$ cat src/rtl/multi_cycle_fsm_pkg.sv
// Shared state encodings, opcode values and opcode classification for the core sequencer.
package multi_cycle_fsm_pkg;

  localparam int STATE_LEN = 3;
  localparam int OPCODE_W  = 6;

  typedef enum logic [STATE_LEN-1:0] {
    ST_IF   = 3'd0,
    ST_ID   = 3'd1,
    ST_EX   = 3'd2,
    ST_MEM  = 3'd3,
    ST_WB   = 3'd4,
    ST_HALT = 3'd5
  } state_e;

  localparam logic [OPCODE_W-1:0] OP_R_TYPE = 6'h00;
  localparam logic [OPCODE_W-1:0] OP_J      = 6'h02;
  localparam logic [OPCODE_W-1:0] OP_BEQ    = 6'h04;
  localparam logic [OPCODE_W-1:0] OP_ADDI   = 6'h08;
  localparam logic [OPCODE_W-1:0] OP_ORI    = 6'h0D;
  localparam logic [OPCODE_W-1:0] OP_LW     = 6'h23;
  localparam logic [OPCODE_W-1:0] OP_SW     = 6'h2B;

  // Opcodes the core can execute; anything else retires as a no-op.
  function automatic logic is_known_op(input logic [OPCODE_W-1:0] op);
    case (op)
      OP_R_TYPE, OP_J, OP_BEQ, OP_ADDI, OP_ORI, OP_LW, OP_SW: return 1'b1;
      default:                                                return 1'b0;
    endcase
  endfunction

  // ALU-result instructions that write back straight after EX.
  function automatic logic is_alu_wb_op(input logic [OPCODE_W-1:0] op);
    case (op)
      OP_R_TYPE, OP_ADDI, OP_ORI: return 1'b1;
      default:                    return 1'b0;
    endcase
  endfunction

endpackage

$ cat src/rtl/multi_cycle_fsm_wait_timer.sv
// Counts consecutive stalled memory cycles; shared by the IF and MEM states.
module multi_cycle_fsm_wait_timer #(
  parameter int WAIT_MAX = 15
) (
  input  logic clk,
  input  logic rst,
  input  logic clr_i,
  input  logic en_i,
  output logic expired_o
);

  localparam int TMR_W = $clog2(WAIT_MAX + 1);

  logic [TMR_W-1:0] cnt_q;
  logic [TMR_W-1:0] cnt_d;

  assign expired_o = (cnt_q >= TMR_W'(WAIT_MAX));

  // Next count: clear wins, then saturating increment while stalled.
  always_comb begin
    cnt_d = cnt_q;
    if (clr_i) begin
      cnt_d = '0;
    end else if (en_i && !expired_o) begin
      cnt_d = cnt_q + TMR_W'(1);
    end
  end

  // Count register.
  always_ff @(posedge clk or posedge rst) begin
    if (rst) begin
      cnt_q <= '0;
    end else begin
      cnt_q <= cnt_d;
    end
  end

endmodule

$ cat src/rtl/multi_cycle_fsm.sv
// Multi-cycle MIPS sequencer: IF/ID/EX/MEM/WB stepping, datapath enables,
// halt handling, memory-timeout bus error and cycle/retire counters.
module multi_cycle_fsm
  import multi_cycle_fsm_pkg::*;
#(
  parameter int CNT_W    = 32,
  parameter int WAIT_MAX = 15
) (
  input  logic                 clk,
  input  logic                 rst,
  input  logic [OPCODE_W-1:0]  opcode,
  input  logic                 halt_req,
  input  logic                 imem_ready,
  input  logic                 dmem_ready,
  output logic [STATE_LEN-1:0] state,
  output logic                 imem_req,
  output logic                 dmem_req,
  output logic                 ir_write_en,
  output logic                 pc_inc_en,
  output logic                 pc_branch_en,
  output logic                 pc_jump_en,
  output logic                 rf_write_gate,
  output logic                 retire,
  output logic                 illegal_instr,
  output logic                 bus_error,
  output logic [CNT_W-1:0]     cycle_cnt,
  output logic [CNT_W-1:0]     retire_cnt
);

  state_e           state_q, state_d;
  logic             bus_error_q, bus_error_d;
  logic [CNT_W-1:0] cycle_cnt_q, cycle_cnt_d;
  logic [CNT_W-1:0] retire_cnt_q, retire_cnt_d;

  logic imem_req_c, dmem_req_c, ir_write_en_c, pc_inc_en_c;
  logic pc_branch_en_c, pc_jump_en_c, rf_write_gate_c, retire_c, illegal_c;
  logic to_if_c;   // instruction boundary: next state would be IF
  logic err_set_c; // memory wait expired with ready still low
  logic tmr_en, tmr_expired;

  // A memory state stalls while its ready is low; any other cycle restarts the timer.
  assign tmr_en = ((state_q == ST_IF)  && !imem_ready) ||
                  ((state_q == ST_MEM) && !dmem_ready);

  multi_cycle_fsm_wait_timer #(
    .WAIT_MAX (WAIT_MAX)
  ) u_wait_timer (
    .clk       (clk),
    .rst       (rst),
    .clr_i     (!tmr_en),
    .en_i      (tmr_en),
    .expired_o (tmr_expired)
  );

  // Next-state and per-state enable decode; halt_req only acts at IF boundaries.
  always_comb begin
    state_d         = ST_IF;
    imem_req_c      = 1'b0;
    dmem_req_c      = 1'b0;
    ir_write_en_c   = 1'b0;
    pc_inc_en_c     = 1'b0;
    pc_branch_en_c  = 1'b0;
    pc_jump_en_c    = 1'b0;
    rf_write_gate_c = 1'b0;
    retire_c        = 1'b0;
    illegal_c       = 1'b0;
    to_if_c         = 1'b0;
    err_set_c       = 1'b0;
    case (state_q)
      ST_IF: begin
        imem_req_c = 1'b1;
        if (imem_ready) begin
          ir_write_en_c = 1'b1;
          pc_inc_en_c   = 1'b1;
          state_d       = ST_ID;
        end else if (tmr_expired) begin
          err_set_c = 1'b1;
          state_d   = ST_HALT;
        end else begin
          to_if_c = 1'b1;
        end
      end
      ST_ID: begin
        if (opcode == OP_J) begin
          pc_jump_en_c = 1'b1;
          retire_c     = 1'b1;
          to_if_c      = 1'b1;
        end else if (!is_known_op(opcode)) begin
          illegal_c = 1'b1;
          retire_c  = 1'b1;
          to_if_c   = 1'b1;
        end else begin
          state_d = ST_EX;
        end
      end
      ST_EX: begin
        if (opcode == OP_BEQ) begin
          pc_branch_en_c = 1'b1;
          retire_c       = 1'b1;
          to_if_c        = 1'b1;
        end else if (opcode == OP_LW || opcode == OP_SW) begin
          state_d = ST_MEM;
        end else if (is_alu_wb_op(opcode)) begin
          state_d = ST_WB;
        end else begin
          to_if_c = 1'b1;
        end
      end
      ST_MEM: begin
        dmem_req_c = 1'b1;
        if (dmem_ready) begin
          if (opcode == OP_LW) begin
            state_d = ST_WB;
          end else begin
            retire_c = (opcode == OP_SW);
            to_if_c  = 1'b1;
          end
        end else if (tmr_expired) begin
          err_set_c = 1'b1;
          state_d   = ST_HALT;
        end else begin
          state_d = ST_MEM;
        end
      end
      ST_WB: begin
        rf_write_gate_c = 1'b1;
        retire_c        = 1'b1;
        to_if_c         = 1'b1;
      end
      ST_HALT: begin
        state_d = (halt_req || bus_error_q) ? ST_HALT : ST_IF;
      end
      default: begin
        to_if_c = 1'b1;
      end
    endcase
    if (to_if_c) begin
      state_d = halt_req ? ST_HALT : ST_IF;
    end
  end

  // Sticky error and free-running counters (HALT cycles are not counted).
  always_comb begin
    bus_error_d  = bus_error_q | err_set_c;
    cycle_cnt_d  = (state_q != ST_HALT) ? cycle_cnt_q + CNT_W'(1) : cycle_cnt_q;
    retire_cnt_d = retire_c ? retire_cnt_q + CNT_W'(1) : retire_cnt_q;
  end

  // State, error flag and counter registers.
  always_ff @(posedge clk or posedge rst) begin
    if (rst) begin
      state_q      <= ST_IF;
      bus_error_q  <= 1'b0;
      cycle_cnt_q  <= '0;
      retire_cnt_q <= '0;
    end else begin
      state_q      <= state_d;
      bus_error_q  <= bus_error_d;
      cycle_cnt_q  <= cycle_cnt_d;
      retire_cnt_q <= retire_cnt_d;
    end
  end

  // Enables and pulses are held low for the whole reset assertion, not just after the edge.
  assign state         = state_q;
  assign imem_req      = imem_req_c      & ~rst;
  assign dmem_req      = dmem_req_c      & ~rst;
  assign ir_write_en   = ir_write_en_c   & ~rst;
  assign pc_inc_en     = pc_inc_en_c     & ~rst;
  assign pc_branch_en  = pc_branch_en_c  & ~rst;
  assign pc_jump_en    = pc_jump_en_c    & ~rst;
  assign rf_write_gate = rf_write_gate_c & ~rst;
  assign retire        = retire_c        & ~rst;
  assign illegal_instr = illegal_c       & ~rst;
  assign bus_error     = bus_error_q;
  assign cycle_cnt     = cycle_cnt_q;
  assign retire_cnt    = retire_cnt_q;

endmodule

$ cat config.mk
export PLATFORM = sky130hd
export DESIGN_NAME = multi_cycle_fsm
export DESIGN_NICKNAME = d
export VERILOG_FILES = /design/src/rtl/multi_cycle_fsm_pkg.sv /design/src/rtl/multi_cycle_fsm_wait_timer.sv /design/src/rtl/multi_cycle_fsm.sv
export SDC_FILE = /design/constraint.sdc
export NUM_CORES = 1
export LEC_CHECK = 0
export BUFFER_PORTS_ARGS = -buffer_cell sky130_fd_sc_hd__buf_2
export CAP_MARGIN = 20
export CORE_MARGIN = 1.5
export CORE_UTILIZATION = 54
export DETAILED_ROUTE_END_ITERATION = 16
export HOLD_SLACK_MARGIN = 0.15
export PLACE_DENSITY = 0.8
export SETUP_SLACK_MARGIN = 0.2
export SLEW_MARGIN = 40
export SYNTH_ARGS = -nofsm -noshare
export SYNTH_HDL_FRONTEND = slang
export SYNTH_SLANG_ARGS = --single-unit
$ cat constraint.sdc
create_clock -name clk -period 3.4 [get_ports clk]
set_input_delay 0.68 -clock clk [delete_from_list [all_inputs] [get_ports clk]]
set_output_delay 0.68 -clock clk [all_outputs]
set_load 0.005 [all_outputs]
==> run metrics, run 1 <==
status completed; H-tree Lvls 3; drc violations 0; Sink Count 72; Adder-Cell Fraction of Synth Area 0.965%; Largest delay share family, worst path simple AND/OR/NAND/NOR gates; Power per Cell Area 559 nW/µm²; P&R area growth vs syn 19.2%; pin count of the biggest net entering global routing 73; routed len/inst 15.2 µm; Psw 0.863 mW; RSZ-0062 raised after global routing false; synth top area cells dfrtp_1 (46%), xnor2_1 (9.9%), xor2_1 (4.3%), nor2_1 (2.8%), nand3_1 (2.6%); global route total overflow 0; Post-Route Skew 0.0122 ns; CTS tree done; DR pass1 iterations 4; HP Class reg -> reg; fmax 0.352 GHz; Pwr Total roughly 2.6 mW; Routed Antenna Nets 0; final setup violation count 0; die height 87.9 µm; Synth Warn # 0; Crit path buffers/inverters 1; VDD IR-drop max 0.469 mV; Yosys top cell area share 46.3%; CTS Root Buffer Type clkbuf_8; Die ar. 7720 µm²; antenna cell count 0; Post-Synthesis Cell Area 3890 µm²; worst skew pair latency 0.35 ns; Worst EP required between 2 and 3 ns; Mapped Cells 371; Gate power share 25.6%; main combinational cell family by area after synthesis simple AND/OR/NAND/NOR gates; Simple-Gate Fraction of Synth Area 22.6%; Clock power frac 31.7%; vias in the first global route between 3000 and 4000; Starting Density 56.6%; most frequent cells in the layout buf_2 (87), dfrtp_1 (72), xnor2_1 (44); CTS buffer count 9; Yosys cell types 58; Final period util 83.6%; XOR/XNOR Fraction of Synth Area 14.2%; First DRT Iteration DRCs between 100 and 150; max incr delay on CP 0.67 ns; post-CTS setup buffers 0; Vias 3178; die width 87.9 µm; GRT Util Overall between 20% and 30%; relative slew slack 56.7%; DP Worst Slack 0.569 ns; num ports 88; Pleak 2.22 nW; ys async rst share 100%; Vias/cell between 5 and 6; Core Area approximately 6900 µm²; crit path max fanout 22; min Tclk post-route 2.84 ns; deepest clock path buffer count 2; initial antenna violation count 0; Synth Area in Compound Gates roughly an eighth; mux cell area share after synthesis 0.579%; area leader, netlist dfrtp_1; first-pass GRT wire length 14200 µm; EDFF count, synth 0; Hold Vio Cnt, Final 0; DR top layer met4; switching share of power 33.3%; Final HPWL DP 6020 µm; clk slew on worst S/H paths about 0.08 ns; met3 WL 553 µm; setup tns final 0 ns; wl on met1 3750 µm; type of origin of the critical path flip-flop; post-synthesis net count 385; Crit-path slowest cell dfrtp_1; MaxCap Viol Count 0; Cell Int Power 1.73 mW; Crit. End Element primary output; GP Congestion 0.935; final core occ 67.5%; max-slew violation count 0; Resized cells post-CTS 0; Seq cells post-synth 72; hold_buf cts 0; met2 wire len about 4100 µm; sequential cell fraction of total power between 40% and 50%; Rows 30; commonest non-fill, non-tap cell in the layout buf_2; Crit Path Class reg -> out; Setup WS post-layout 0.558 ns; syn avg cell area 10.5 µm²; final layout net count 473; crit-path cells and4b_1 -> nand4_1 -> a21bo_4 -> nor2_1 -> nor2_1 -> buf_2; share of layout cells above drive strength 1 roughly 28%; drt total wl 8510 µm; # port buffers 87; Worst path most repeated cell nor2_1; Post-DP Area 4390 µm²; Least-Margin Pin Slew 0.649 ns; WP data arrival 2.16 ns; design area 4640 µm²; Seq/Total Area, Yosys 46.3%; Primary FF master, synth dfrtp_1
## per-stage QoR
stage | std cells | hold slack (ns)
finish | 560 | 0.468
detailed placement | 544 | 0.465
CTS | 560 | 0.476
global route | 560 | 0.503
floorplan | 371 | 0.465
global placement | 544 | 0.450
## power groups by stage
stage | sequential [mW] | combinational [mW] | clock (mW)
after global routing | 1.13 | 0.740 | 0.876
after global placement | 1.12 | 0.643 | 0
after floorplan | 1.08 | 0.501 | 0
after detailed placement | 1.12 | 0.661 | 0
final | 1.11 | 0.664 | 0.824
after CTS | 1.10 | 0.666 | 0.837
## final timing paths
path,start,endpoint,slack [ns],cells after the start
max in group asynchronous,rst,retire_cnt[23]$_DFFE_PP0P_,2.38,3
hold / removal,cycle_cnt[31]$_DFFE_PP0P_,cycle_cnt[31]$_DFFE_PP0P_,0.47,1
hold reg to reg,cycle_cnt[31]$_DFFE_PP0P_,cycle_cnt[31]$_DFFE_PP0P_,0.47,1
min in group asynchronous,rst,retire_cnt[5]$_DFFE_PP0P_,0.57,3
setup / recovery,state[2]$_DFF_PP0_,retire,0.56,6
setup reg to reg,state[2]$_DFF_PP0_,retire_cnt[1]$_DFFE_PP0P_,1.29,5
## cell usage after synthesis, types with 6 or more instances
cell type	number
nor3_1	7
dfrtp_1	72
o2111ai_1	7
inv_1	12
nand4_1	15
xnor2_1	44
o21ai_1	6
a211oi_2	7
nor2_1	29
nand3_1	20
and3_1	13
o21ai_0	10
nand2_1	21
and4_1	8
xor2_1	19
## area by class of cell
type | instances | area, µm²
Fill cell | 561 | 2230
Multi-Input combinational cell | 274 | 1960
Sequential cell | 72 | 1800
Timing Repair Buffer | 90 | 462
Clock buffer | 10 | 128
Tap cell | 96 | 120
Clock inverter | 6 | 115
Inverter | 12 | 48.8
## cell families (layout without fill, tap and decap cells)
| family | count (synthesis) | in the layout |
|---|---|---|
| buffers and inverters | 25 | 118 |
| muxes | 2 | 2 |
| adders and majority gates | 3 | 3 |
| xor gates and xnor gates | 63 | 63 |
| and+or+nand+nor | 148 | 148 |
| DFF | 72 | 72 |
| AOI/OAI and AO/OA | 58 | 58 |
## worst reg2reg max path, stage by stage (launching register included)
cell and delay, ns:
dfrtp_1 0.67, and4b_1 0.29, nand4_1 0.13, a21bo_4 0.32, nor2_1 0.23, mux2_2 0.36
## layer usage
layer / up-vias / global-route usage (%)
met5: - / 0
met4: 0 / 7.79
met3: 15 / 5.00
met2: 119 / 38.7
met1: 1530 / 30.2
li1: 1514 / -
## registers in the layout (all words and copies together), names as in the netlist
signal,count
u_wait_timer.cnt_q,4
retire_cnt,32
bus_error,1
state,3
cycle_cnt,32
(Power assumes the default switching activity.)
==> run 2: changes to the inputs <==
- clock period: 3.4 -> 2.7 ns (I/O delays scaled with it)
==> run metrics, run 2 (synthesis gave the netlist of run 1 again) <==
clk slew on worst S/H paths 0.07 ns (about the same); commonest non-fill, non-tap cell in the layout buf_2; final layout net count 479 (+1.3%); setup tns final 0 ns (unchanged); final setup violation count 0 (unchanged); crit path max fanout 13 (-41%); Critical R2R Launch retire_cnt[0]$_DFFE_PP0P_; global route total overflow 0 (unchanged); Vias 3167 (-0.35%); GRT Util Overall 23.3% (+0.079 points); Worst Reg-to-Reg Cells 6 (+1); num ports 88 (unchanged); fmax 0.423 GHz; status completed; First DRT Iteration DRCs 101 (-22%); Power per Cell Area 701 nW/µm² (+25%); Crit Path Class reg -> out; die height 87.9 µm (unchanged); Starting Density 56.6% (unchanged); Crit. End Element primary output; Routed Antenna Nets 0 (unchanged); routed len/inst 15.0 µm (-1.2%); antenna cell count 0 (unchanged); Vias/cell 5.60 (-1.4%); Pleak 2.25 nW (+1.3%); drc violations 0 (unchanged); P&R area growth vs syn 20.5%; Least-Margin Pin Slew 0.655 ns (+0.00580 ns); Worst EP required 2.16 ns (-0.56 ns); Hold Vio Cnt, Final 0 (unchanged); HP Class in -> async; CTS tree done; GP Congestion 0.952 (+1.8%); Clock power frac 31.3% (-0.4 points); fill cell count 532 (-5.2%); most frequent cells in the layout buf_2 (87), dfrtp_1 (69), xnor2_1 (44); hold_ws 0.435 ns (-0.0325 ns); Gate power share 26.5% (+0.9 points); first-pass GRT wire length 14100 µm (-0.44%); Worst Setup SP state[0]$_DFF_PP0_; capture point of the worst reg-to-reg path retire_cnt[30]$_DFFE_PP0P_; Cell Int Power 2.20 mW (+27%); Setup crit end retire; Rows 30 (unchanged); pin count of the biggest net entering global routing 73 (unchanged); type of origin of the critical path flip-flop; # port buffers 87 (unchanged); sequential cell fraction of total power 42.2% (-0.5 points); deepest clock path buffer count 2 (unchanged); Post-Route Skew 0.00873 ns (-0.00343 ns); die width 87.9 µm (unchanged); CTS Root Buffer Type clkbuf_8; CTS buffer count 9 (unchanged); H-tree Lvls 3 (unchanged); Final period util 87.5%; Sink Count 72 (unchanged); RSZ-0062 raised after global routing false; VDD IR-drop max 0.761 mV (+62%); drt total wl 8500 µm (-0.16%); Die ar. 7720 µm² (unchanged); WP data arrival 1.82 ns (-0.34 ns); Psw 1.08 mW (+26%); Final HPWL DP 5910 µm (-1.9%); max-slew violation count 0 (unchanged); Core Area 6870 µm² (unchanged); switching share of power 33.0% (-0.26 points); initial antenna violation count 0 (unchanged); min Tclk post-route 2.36 ns; vias in the first global route 2963 (-3.2%); share of layout cells above drive strength 1 30.0% (+1.6 points); DR pass1 iterations 5 (+1); MaxCap Viol Count 0 (unchanged); relative slew slack 56.3% (-0.39 points); worst skew pair latency 0.34 ns (about the same); reg-to-reg slack, setup 0.70 ns (-0.59 ns)
==> run 2: power by group through the flow <==
stage                     registers (mW)  logic, mW  clock network [mW]
after floorplan                     1.35      0.631                   0
after global placement              1.39      0.845                   0
after detailed placement            1.40      0.860                   0
after CTS                           1.38      0.863                1.05
after global routing                1.42      0.967                1.10
final                               1.39      0.870                1.03
==> run 2: area by class of cell <==
| type | count | area, µm² | area share (%) |
|---|---|---|---|
| clock inverter | 6 | 115 | 2.46 |
| timing repair buffer | 96 | 507 | 10.8 |
| inverter | 12 | 48.8 | 1.04 |
| multi-input combinational | 274 | 1960 | 41.9 |
| clock buffer | 10 | 128 | 2.72 |
| sequential | 72 | 1810 | 38.5 |
| tap | 96 | 120 | 2.56 |
==> run 2: how the worst min path moves through the flow <==
stage                                         start  depth (start not counted)                         to  slack (ns)
after floorplan           cycle_cnt[31]$_DFFE_PP0P_                          1  cycle_cnt[31]$_DFFE_PP0P_        0.46
after global placement    cycle_cnt[31]$_DFFE_PP0P_                          1  cycle_cnt[31]$_DFFE_PP0P_        0.45
after detailed placement  cycle_cnt[31]$_DFFE_PP0P_                          1  cycle_cnt[31]$_DFFE_PP0P_        0.46
after CTS                                       rst                          3  cycle_cnt[15]$_DFFE_PP0P_        0.45
after global routing                            rst                          3   cycle_cnt[2]$_DFFE_PP0P_        0.50
final                                           rst                          3  retire_cnt[0]$_DFFE_PP0P_        0.44
==> run 2: through the flow <==
stage	utilization, %	instance area, µm²	std cells	worst slack (ns)	total power [mW]
2_1_floorplan	-	3890	371	0.212	1.99
3_3_place_gp	64.1	4410	546	0.377	2.24
3_5_place_dp	64.2	4410	546	0.366	2.26
4_1_cts	67.7	4650	562	0.201	3.30
5_1_grt	68.2	4690	566	0.213	3.48
6_report	68.2	4690	566	0.338	3.29
==> run 2: worst max-delay path: stages (launching register included) <==
cell and delay (ns):
dfrtp_2 0.50, and4b_1 0.24, nand4_1 0.12, a21bo_4 0.24, nor2_1 0.20, nor2_1 0.06
buf_2 0.13
==> run 2: per-layer routing <==
| layer | part of all wire, % | global-route usage (%) |
|---|---|---|
| met5 | 0 | 0 |
| met4 | 0.76 | 6.35 |
| met3 | 6.4 | 6.97 |
| met2 | 46 | 36.4 |
| met1 | 46 | 31.8 |
==> run 2: timing repair <==
item / CTS / global route
resized for setup: 0 / 3
setup buffers: 0 / 4
setup endpoints to repair: 0 / 2
hold buffers: 0 / 0
==> run 3: changes to the inputs <==
- ABC_AREA: default -> 1
- CORE_MARGIN: 1.5 -> 2
- CORE_UTILIZATION: 54 -> 56
- PLACE_DENSITY: 0.8 -> 0.81
- REMOVE_ABC_BUFFERS: default -> 1
==> run metrics, run 3 <==
status completed; MaxCap Viol Count 0 (unchanged); VDD IR-drop max 0.522 mV (-31%); min Tclk post-route 2.35 ns (-0.0108 ns); Core Area 8130 µm² (+18%); crit-path cells nor2_1 -> inv_1 -> nor2_2 -> nand2_1 -> nor4_1 -> buf_2; GRT Util Overall 27.3% (+3.9 points); GP Congestion 0.955 (+0.39%); most common cell in the synthesized netlist nand2_1; routed len/inst 13.3 µm (-12%); Pleak 2.94 nW (+31%); Crit-path slowest cell dfrtp_1; syn avg cell area 6.76 µm² (-36%); Power per Cell Area 619 nW/µm² (-12%); Seq/Total Area, Yosys 38.8% (-7.5 points); initial antenna violation count 0 (unchanged); num ports 88 (unchanged); CTS buffer count 9 (unchanged); Post-Synthesis Cell Area 4640 µm² (+19%); Vias/cell 5.32 (-4.9%); Seq cells post-synth 72 (unchanged); RSZ-0062 raised after global routing false; area leader, netlist dfrtp_1; post-CTS setup buffers 0 (unchanged); Hold Vio Cnt, Final 0 (unchanged); top post-synthesis cells by count nand2_1 (257), nor2_1 (90), dfrtp_1 (72); # port buffers 87 (unchanged); Yosys cell types 31 (-47%); Vias 4714 (+49%); fmax 0.425 GHz (+0.46%); Primary FF master, synth dfrtp_1; Yosys top cell area share 38.8% (-7.5 points); Least-Margin Pin Slew 0.635 ns (-0.0197 ns); Final HPWL DP 8900 µm (+51%); Worst Reg-to-Reg Cells 10 (+4); drt total wl 11800 µm (+39%); DR pass1 iterations 4 (-1); vias in the first global route 4408 (+49%); die width 95.0 µm (+8.1%); die height 95.0 µm (+8.1%); clk slew on worst S/H paths 0.08 ns (about the same); Post-DP Area 5160 µm² (+17%); commonest non-fill, non-tap cell in the layout nand2_1; max incr delay on CP 0.44 ns (-0.06 ns); Sink Count 72 (unchanged); relative slew slack 57.7% (+1.3 points); Critical R2R Launch state[2]$_DFF_PP0_; share of layout cells above drive strength 1 16.9% (-13 points); crit path max fanout 5 (-8); capture point of the worst reg-to-reg path retire_cnt[21]$_DFFE_PP0P_; drc violations 0 (unchanged); WP data arrival 1.81 ns (about the same); reg-to-reg slack, setup 0.74 ns (+0.04 ns); Pwr Total 3.33 mW (+1.5%); max-slew violation count 0 (unchanged); CTS Root Buffer Type clkbuf_8; EDFF count, synth 0 (unchanged); ys async rst share 100% (unchanged); antenna cell count 0 (unchanged); final layout net count 790 (+65%); most frequent cells in the layout nand2_1 (257), nor2_1 (90), buf_2 (87); deepest clock path buffer count 2 (unchanged); Die ar. 9030 µm² (+17%); first-pass GRT wire length 19700 µm (+39%); Final period util 87.1% (-0.40 points); global route total overflow 0 (unchanged); final setup violation count 0 (unchanged); type of origin of the critical path flip-flop; worst skew pair latency 0.34 ns (about the same); pin count of the biggest net entering global routing 73 (unchanged); CTS tree done; First DRT Iteration DRCs 251 (+150%); Synth Warn # 0 (unchanged); HP Class in -> async; Rows 33 (+10%); hold_buf cts 0 (unchanged); Crit. End Element primary output; Starting Density 57.1% (+0.42 points); design area 5380 µm² (+15%); P&R area growth vs syn 16.0%; Resized cells post-CTS 0 (unchanged); Mapped Cells 687 (+85%); Post-Route Skew 0.0121 ns (+0.00339 ns); H-tree Lvls 3 (unchanged); Worst EP required 2.16 ns (about the same); Routed Antenna Nets 0 (unchanged); synth top area cells dfrtp_1 (39%), nand2_1 (21%), nor2_1 (7.3%), nand3_1 (6.7%), xor2_1 (5.9%); Crit Path Class reg -> out
run 3: cell types whose count changed in the layout (fill, tap and decap cells not counted), moves of 8 or more:
cell / before / now
inv_1: 11 / 66
nor3_1: 7 / 20
nand3b_1: 3 / 13
xnor2_1: 44 / 8
and4_1: 8 / 0
nand2_1: 21 / 257
inv_2: 0 / 12
xor2_1: 19 / 31
nand3_1: 20 / 62
o21ai_0: 10 / 2
and3_1: 13 / 0
nor2_1: 29 / 90
run 3: cells by family (layout without fill, tap and decap cells):
kind of cell               after synthesis  count (layout)  synth area share, %
and+or+nand+nor                        471             471                 43.7
buffers and inverters                   91             185                 7.95
DFF                                     72              72                 38.8
xor gates and xnor gates                39              39                 7.36
AOI/OAI and AO/OA                       11              11                 1.40
adders and majority gates                3               3                0.809
run 3: metrics by stage:
stage / utilization [%] / TNS, ns / hold slack (ns) / cells / setup WS (ns)
floorplan: - / -3.31 / 0.481 / 675 / -0.408
global placement: 63.4 / 0 / 0.477 / 870 / 0.625
detailed placement: 63.5 / 0 / 0.481 / 870 / 0.471
CTS: 66.2 / 0 / 0.446 / 886 / 0.421
global route: 66.2 / 0 / 0.447 / 886 / 0.276
finish: 66.2 / 0 / 0.424 / 886 / 0.349
run 3: area by class of cell:
class | instances | area (µm²)
multi-input combinational | 524 | 2470
sequential | 72 | 1800
timing repair buffer | 90 | 462
clock buffer | 10 | 138
fill | 739 | 2750
tap | 105 | 131
clock inverter | 6 | 82.6
inverter | 79 | 297
run 3: how the worst max path moves through the flow:
stage,from,end
2_1_floorplan,rst,illegal_instr
4_1_cts,state[1]$_DFF_PP0_,illegal_instr
5_1_grt,state[1]$_DFF_PP0_,illegal_instr
3_3_place_gp,opcode[2],retire_cnt[17]$_DFFE_PP0P_
3_5_place_dp,opcode[4],retire_cnt[21]$_DFFE_PP0P_
6_report,state[1]$_DFF_PP0_,illegal_instr
run 3: critical path: cells and delay by family, from the launching register on:
family,cells,cell delay [ns]
and+or+nand+nor,4,0.78
buffers and inverters,2,0.26
DFF,1,0.44
run 3: power by group:
part | switching (mW) | internal (mW)
Sequential | 0.172 | 1.20
Combinational | 0.687 | 0.324
Clock | 0.414 | 0.541
run 3: metal layers:
metal,up-vias,routed length [µm],global-route usage (%)
li1,2319,-,-
met1,2232,5070,33.8
met2,137,5870,48.4
met3,26,539,3.16
met4,0,295,11.1
met5,-,0,0
